**src/rtl/pc_gen_pkg.sv**
```systemverilog
// pc_gen_pkg: shared definitions for the IF-stage next-PC generator.
//   rd_class_e      - redirect source class, ordered from lowest to highest priority
//   DEF_XLEN        - default address width
//   DEF_INSTR_BYTES - default sequential fetch increment in bytes
package pc_gen_pkg;

   typedef enum logic [2:0] {
      RD_NONE  = 3'd0,
      RD_JUMP  = 3'd1,
      RD_RET   = 3'd2,
      RD_FLUSH = 3'd3,
      RD_TRAP  = 3'd4
   } rd_class_e;

   localparam int DEF_XLEN        = 64;
   localparam int DEF_INSTR_BYTES = 4;

endpackage

```
**src/rtl/pc_ras.sv**
```systemverilog
// pc_ras: circular return-address stack.
//   clk, reset_n     - clock, asynchronous active-low reset
//   push, push_addr  - push a return address (writes slot top+1)
//   pop              - pop the top entry (caller only pops a non-empty stack)
//   clear            - discard all entries (count -> 0)
//   top              - current top entry
//   count            - number of valid entries, saturating at RAS_DEPTH
//   empty            - count == 0
// When full, a push wraps the pointer and silently overwrites the oldest entry.
module pc_ras #(
   parameter int XLEN      = 64,
   parameter int RAS_DEPTH = 4
) (
   input  logic                         clk,
   input  logic                         reset_n,
   input  logic                         push,
   input  logic                         pop,
   input  logic                         clear,
   input  logic [XLEN-1:0]              push_addr,
   output logic [XLEN-1:0]              top,
   output logic [$clog2(RAS_DEPTH):0]   count,
   output logic                         empty
);
   localparam int PW = $clog2(RAS_DEPTH);
   localparam int CW = PW + 1;
   localparam logic [CW-1:0] DEPTH_C = CW'(RAS_DEPTH);

   logic [XLEN-1:0] mem_reg [RAS_DEPTH];
   logic [PW-1:0]   ptr_reg;
   logic [CW-1:0]   count_reg;
   logic            full;
   logic            wr_en;
   logic [PW-1:0]   wr_idx;

   assign top   = mem_reg[ptr_reg];
   assign count = count_reg;
   assign empty = (count_reg == '0);
   assign full  = (count_reg == DEPTH_C);

   // Push+pop together replaces the top slot in place; a lone push writes above it.
   always_comb begin
      wr_en  = 1'b0;
      wr_idx = ptr_reg + 1'b1;
      if (!clear && push) begin
         wr_en = 1'b1;
         if (pop && !empty) wr_idx = ptr_reg;
      end
   end

   generate
      for (genvar gi = 0; gi < RAS_DEPTH; gi++) begin : g_entry
         always_ff @(posedge clk or negedge reset_n) begin
            if (!reset_n)
               mem_reg[gi] <= '0;
            else if (wr_en && (wr_idx == PW'(gi)))
               mem_reg[gi] <= push_addr;
         end
      end
   endgenerate

   always_ff @(posedge clk or negedge reset_n) begin
      if (!reset_n) begin
         ptr_reg   <= '0;
         count_reg <= '0;
      end else if (clear) begin
         count_reg <= '0;
      end else if (push && !(pop && !empty)) begin
         ptr_reg <= ptr_reg + 1'b1;
         if (!full) count_reg <= count_reg + 1'b1;
      end else if (pop && !push && !empty) begin
         ptr_reg   <= ptr_reg - 1'b1;
         count_reg <= count_reg - 1'b1;
      end
   end

endmodule

```
**src/rtl/pc_gen.sv**
```systemverilog
// pc_gen: next-PC generator for the IF stage.
//   clk, reset_n                 - clock, asynchronous active-low reset
//   stall                        - hold PC; only trap/flush are remembered while stalled
//   trap_valid/trap_target       - exception/interrupt redirect (highest class)
//   flush_valid/flush_target     - EX mispredict/flush redirect
//   jump_valid/jump_target       - ID direct-jump redirect
//   ret_valid                    - ID return: pop RAS and redirect to its top
//   ras_push/ras_push_addr       - ID call: push return address
//   pc_out                       - current fetch PC (registered)
//   pc_plus                      - pc_out + INSTR_BYTES
//   redirect_pend                - a trap/flush captured during stall is waiting
//   ras_count                    - valid RAS entries
//   ras_miss                     - one-cycle pulse after a return found the RAS empty
module pc_gen
   import pc_gen_pkg::*;
#(
   parameter int              XLEN         = DEF_XLEN,
   parameter logic [XLEN-1:0] RESET_VECTOR = '0,
   parameter int              INSTR_BYTES  = DEF_INSTR_BYTES,
   parameter int              RAS_DEPTH    = 4
) (
   input  logic                        clk,
   input  logic                        reset_n,
   input  logic                        stall,
   input  logic                        trap_valid,
   input  logic [XLEN-1:0]             trap_target,
   input  logic                        flush_valid,
   input  logic [XLEN-1:0]             flush_target,
   input  logic                        jump_valid,
   input  logic [XLEN-1:0]             jump_target,
   input  logic                        ret_valid,
   input  logic                        ras_push,
   input  logic [XLEN-1:0]             ras_push_addr,
   output logic [XLEN-1:0]             pc_out,
   output logic [XLEN-1:0]             pc_plus,
   output logic                        redirect_pend,
   output logic [$clog2(RAS_DEPTH):0]  ras_count,
   output logic                        ras_miss
);
   logic [XLEN-1:0] pc_reg;
   logic            pend_reg;
   rd_class_e       pend_class_reg;
   logic [XLEN-1:0] pend_target_reg;
   logic            ras_miss_reg;

   rd_class_e       sel;
   logic [XLEN-1:0] pc_next;
   logic            pend_trap;
   logic            hi_taken;
   logic            ras_empty;
   logic [XLEN-1:0] ras_top;

   assign pc_out        = pc_reg;
   assign pc_plus       = pc_reg + XLEN'(INSTR_BYTES);
   assign redirect_pend = pend_reg;
   assign ras_miss      = ras_miss_reg;
   assign pend_trap     = pend_reg && (pend_class_reg == RD_TRAP);

   // Class ordering: a held trap outranks a live flush, a held flush is
   // outranked by a live flush (newer wins) and outranks ret/jump.
   always_comb begin
      sel     = RD_NONE;
      pc_next = pc_plus;
      if (trap_valid) begin
         sel     = RD_TRAP;
         pc_next = trap_target;
      end else if (pend_trap) begin
         sel     = RD_TRAP;
         pc_next = pend_target_reg;
      end else if (flush_valid) begin
         sel     = RD_FLUSH;
         pc_next = flush_target;
      end else if (pend_reg) begin
         sel     = RD_FLUSH;
         pc_next = pend_target_reg;
      end else if (ret_valid && !ras_empty) begin
         sel     = RD_RET;
         pc_next = ras_top;
      end else if (jump_valid) begin
         sel     = RD_JUMP;
         pc_next = jump_target;
      end
   end

   // Any trap/flush-class redirect means the ID call/return is on the wrong path.
   assign hi_taken = (sel == RD_TRAP) || (sel == RD_FLUSH);

   pc_ras #(
      .XLEN      (XLEN),
      .RAS_DEPTH (RAS_DEPTH)
   ) u_ras (
      .clk       (clk),
      .reset_n   (reset_n),
      .push      (!stall && ras_push && !hi_taken),
      .pop       (!stall && (sel == RD_RET)),
      .clear     (!stall && (sel == RD_TRAP)),
      .push_addr (ras_push_addr),
      .top       (ras_top),
      .count     (ras_count),
      .empty     (ras_empty)
   );

   always_ff @(posedge clk or negedge reset_n) begin
      if (!reset_n) begin
         pc_reg          <= RESET_VECTOR;
         pend_reg        <= 1'b0;
         pend_class_reg  <= RD_NONE;
         pend_target_reg <= '0;
         ras_miss_reg    <= 1'b0;
      end else if (stall) begin
         ras_miss_reg <= 1'b0;
         // A trap always overwrites; a flush never displaces a held trap.
         if (trap_valid) begin
            pend_reg        <= 1'b1;
            pend_class_reg  <= RD_TRAP;
            pend_target_reg <= trap_target;
         end else if (flush_valid && !pend_trap) begin
            pend_reg        <= 1'b1;
            pend_class_reg  <= RD_FLUSH;
            pend_target_reg <= flush_target;
         end
      end else begin
         pc_reg         <= pc_next;
         pend_reg       <= 1'b0;
         pend_class_reg <= RD_NONE;
         ras_miss_reg   <= ret_valid && ras_empty && !hi_taken;
      end
   end

endmodule

```
**config.mk**
```make
export PLATFORM = sky130hd
export DESIGN_NAME = pc_gen
export DESIGN_NICKNAME = d
export VERILOG_FILES = /design/src/rtl/pc_gen_pkg.sv /design/src/rtl/pc_ras.sv /design/src/rtl/pc_gen.sv
export SDC_FILE = /design/constraint.sdc
export NUM_CORES = 1
export LEC_CHECK = 0
export ABC_AREA = 1
export BUFFER_PORTS_ARGS = -buffer_cell sky130_fd_sc_hd__buf_2
export CAP_MARGIN = 20
export CORE_MARGIN = 10
export CORE_UTILIZATION = 40
export CTS_CLUSTER_SIZE = 12
export DETAILED_ROUTE_END_ITERATION = 12
export GPL_TIMING_DRIVEN = 0
export PLACE_DENSITY = 0.58
export RECOVER_POWER = 50
export SYNTH_ARGS = -nofsm -noshare
export SYNTH_HDL_FRONTEND = slang
export SYNTH_SLANG_ARGS = --single-unit
```
**constraint.sdc**
```tcl
create_clock -name clk -period 7.4 [get_ports clk]
set_clock_uncertainty 0.2 [all_clocks]
set_input_delay 0.37 -clock clk [delete_from_list [all_inputs] [get_ports clk]]
set_output_delay 0.37 -clock clk [all_outputs]
set_load 0.01 [all_outputs]
```
==> run metrics <==
status finished with violations; violated checks max-capacitance violations, max-slew violations; worst path cell trace dlygate4sd3_1 > clkbuf_1 > buf_16 > buf_16; Synth Flop Type dfrtp_1; drt pass-1 iters 8; cell count after synthesis 3183; Top delay family on crit path buffers and inverters; Initial Util 40.33%; Sink Count 393; compound-gate portion of the synthesized area 18.83%; Pint 5.475 mW; crit path buf inv count 4; DRT Wirelength 108.5 mm; RSZ-0062 raised after global routing no; Die X 255.7 um; Worst-Skew Late Latency 620 ps; Cell Pwr Density 317.0 mW/mm^2; relative slew slack -155.5%; I/O pin count 397; die height 255.7 um; first-pass GRT wire length 160.4 mm; switching power 3.809 mW; Vias 25590; syn avg cell area 6.981 sq um; DR iter-0 viols 2646; # Max-Cap Violations 1; via/cell ratio 5.484; core box area 0.05509 sq mm; GPL Wtd Cong 1.027; RR Startpoint redirect_pend$_DFFE_PN0P_; Post-CTS Setup Bufs 0; count of cell types in the netlist 42; most frequent cells in the layout nand2_1 (934), nor2_1 (511), dfrtp_1 (393), o21ai_0 (386), buf_2 (356); setup tns final 0 ps; H-tree levels 2; dpl cells 4328; Total GRT Usage 31.95%; multiplexer share of the synthesized area 0%; Arr. time, crit path 4670 ps; Worst Hold End pc_out[4]$_DFFE_PN0N_; vias in the first global route 25020; register area share after synthesis 44.26%; Root Buffer clkbuf_16; remaining global-route overflow 0; number of non-filler instances in the completed layout 4666; crit path kind in -> async; die area 0.06538 sq mm; largest family of logic cells by synthesized area simple AND/OR/NAND/NOR gates; Synth Register Bits 393; WP data required 7870 ps; number of enable flip-flop cells after synthesis 0; crit path max fanout 114; worst min-delay path class in -> reg; Final Util 53.16%; row count 86; pin count of the biggest net entering global routing 119; I/O Buffers 393; final antenna-violating net count 0; initial antenna violation count 3; fin nets 4141; yosys warns 0; Min-Delay Path Depth 4; Longest Clk Path Bufs 3; Critical Path Max Stage Delay 2660 ps; FF-to-FF path depth 14; Comb power frac 37.1%; Setup violations, final 0; crit-path most repeated cell buf_16; Max rail drop VDD 206.4 uV; register share of total power 35.0%; max FFs per register 256; design area 0.02929 sq mm; max-slew violation count 62; simple logic cell fraction of the synthesized area 28.36%; DP HPWL 80.56 mm; startpoint types input port; Mapped Area 0.02222 sq mm; Slew @ Worst Pin 3832 ps; count of final hold-check violations 0; syn_nets 3449; Final Total Pwr 9.284 mW; worst hold slack 6.418 ps; commonest non-fill, non-tap cell in the layout nand2_1; wire length per cell 23.25 um; Fmax 238.2 MHz; Worst R2R End u_ras.mem_reg[39]$_DFFE_PN0P_; Placed Area 0.02522 sq mm; sw frac 41.03%; final worst setup slack 3202 ps; hold_sp trap_target[4]; Crit-path slowest cell clkbuf_1; CTS tree built; asr flop ratio synth 100.0%; LEAKAGE 13.87 nW; Post-Synth XOR/XNOR Area 1.301%; period utilization 56.73%; flop-to-flop setup slack 3450 ps; DP Worst Slack 3912 ps; CP endpoint kind asynchronous set/reset pin; minimum clock period 4198 ps; layout cells sized above 1 12.50%; clk slew on worst S/H paths 60 ps; adder-cell share of the synthesized area 0.1464%; TritonCTS Buffers 47; Area growth, synth to finish 31.80%; clock power share 27.9%; drt drc 0
## synth_stat cells, types with 13 or more instances
cell type / count / area (sq um)
o22ai_1: 44 / 275.3
buf_2: 37 / 185.2
inv_1: 162 / 608.1
o21ai_0: 386 / 1932
buf_4: 13 / 97.59
a21oi_1: 214 / 1071
clkbuf_1: 130 / 488.0
o21ai_1: 20 / 100.1
nor2_1: 510 / 1914
dfrtp_1: 393 / 9834
o221ai_1: 18 / 157.7
xor2_1: 23 / 201.4
nand2_1: 934 / 3506
nand3_1: 114 / 570.6
nand4_1: 14 / 87.58
a31oi_1: 67 / 419.2
## timing repair
action,4_1_cts,5_1_grt
hold buffers,246,0
endpoints found under the setup margin,0,0
gates resized for setup,0,0
hold endpoints to repair,448,0
## logic make-up after synthesis
kind of cell | Yosys count
compound gates | 777
xor+xnor | 33
fa+ha+maj | 2
buf+inv | 377
flops | 393
simple gates | 1601
## worst reg2reg max path, stage by stage, from the launching register on
cell	delay, ps
dfrtp_1	390
buf_6	180
nand3_4	160
clkinvlp_2	330
nor2_1	770
nand2_4	190
nor3_4	340
inv_1	120
a21oi_2	180
nor2_1	80
nand3_1	100
buf_2	290
buf_2	340
nand2_1	90
o21ai_0	100
## layer usage
layer  GRT usage, %  wire (um)  up-vias
li1               -          -    11810
met1          40.73      43870    12190
met2          51.73      49930     1297
met3          5.756       9272      289
met4          15.29       5403        0
met5              0          0        -
## power by group through the flow
stage	Clock [mW]	Combinational [mW]	Sequential, mW
2_1_floorplan	0	1.89	3.15
3_3_place_gp	0	3.18	3.25
3_5_place_dp	0	3.23	3.26
4_1_cts	2.60	3.38	3.23
5_1_grt	2.69	3.75	3.33
6_report	2.59	3.44	3.25
## how the worst max path moves through the flow
stage	startpoint	to	slack, ps	depth (start not counted)
floorplan	redirect_pend$_DFFE_PN0P_	u_ras.count[2]$_DFFE_PN0P_	4970	11
global placement	reset_n	u_ras.mem_reg[111]$_DFFE_PN0P_	-2550	1
detailed placement	u_ras.count[0]$_DFFE_PN0P_	pc_out[7]$_DFFE_PN0N_	3910	11
CTS	pc_out[2]$_DFFE_PN0N_	pc_plus[53]	3520	8
global route	reset_n	u_ras.mem_reg[112]$_DFFE_PN0P_	2660	4
finish	reset_n	u_ras.mem_reg[175]$_DFFE_PN0P_	3200	4
## cell type report
type / instances / area, sq um
clock buffers: 71 / 1408
fillers: 5747 / 25810
multi-input cells: 2413 / 10790
plain buffers: 209 / 945.9
diodes: 5 / 12.51
flip-flops and latches: 393 / 9834
well taps: 748 / 935.9
clock inverters: 16 / 300.3
repair buffers: 643 / 4427
inverters: 168 / 631.9
Note: power is estimated with default switching activity, not from simulation.
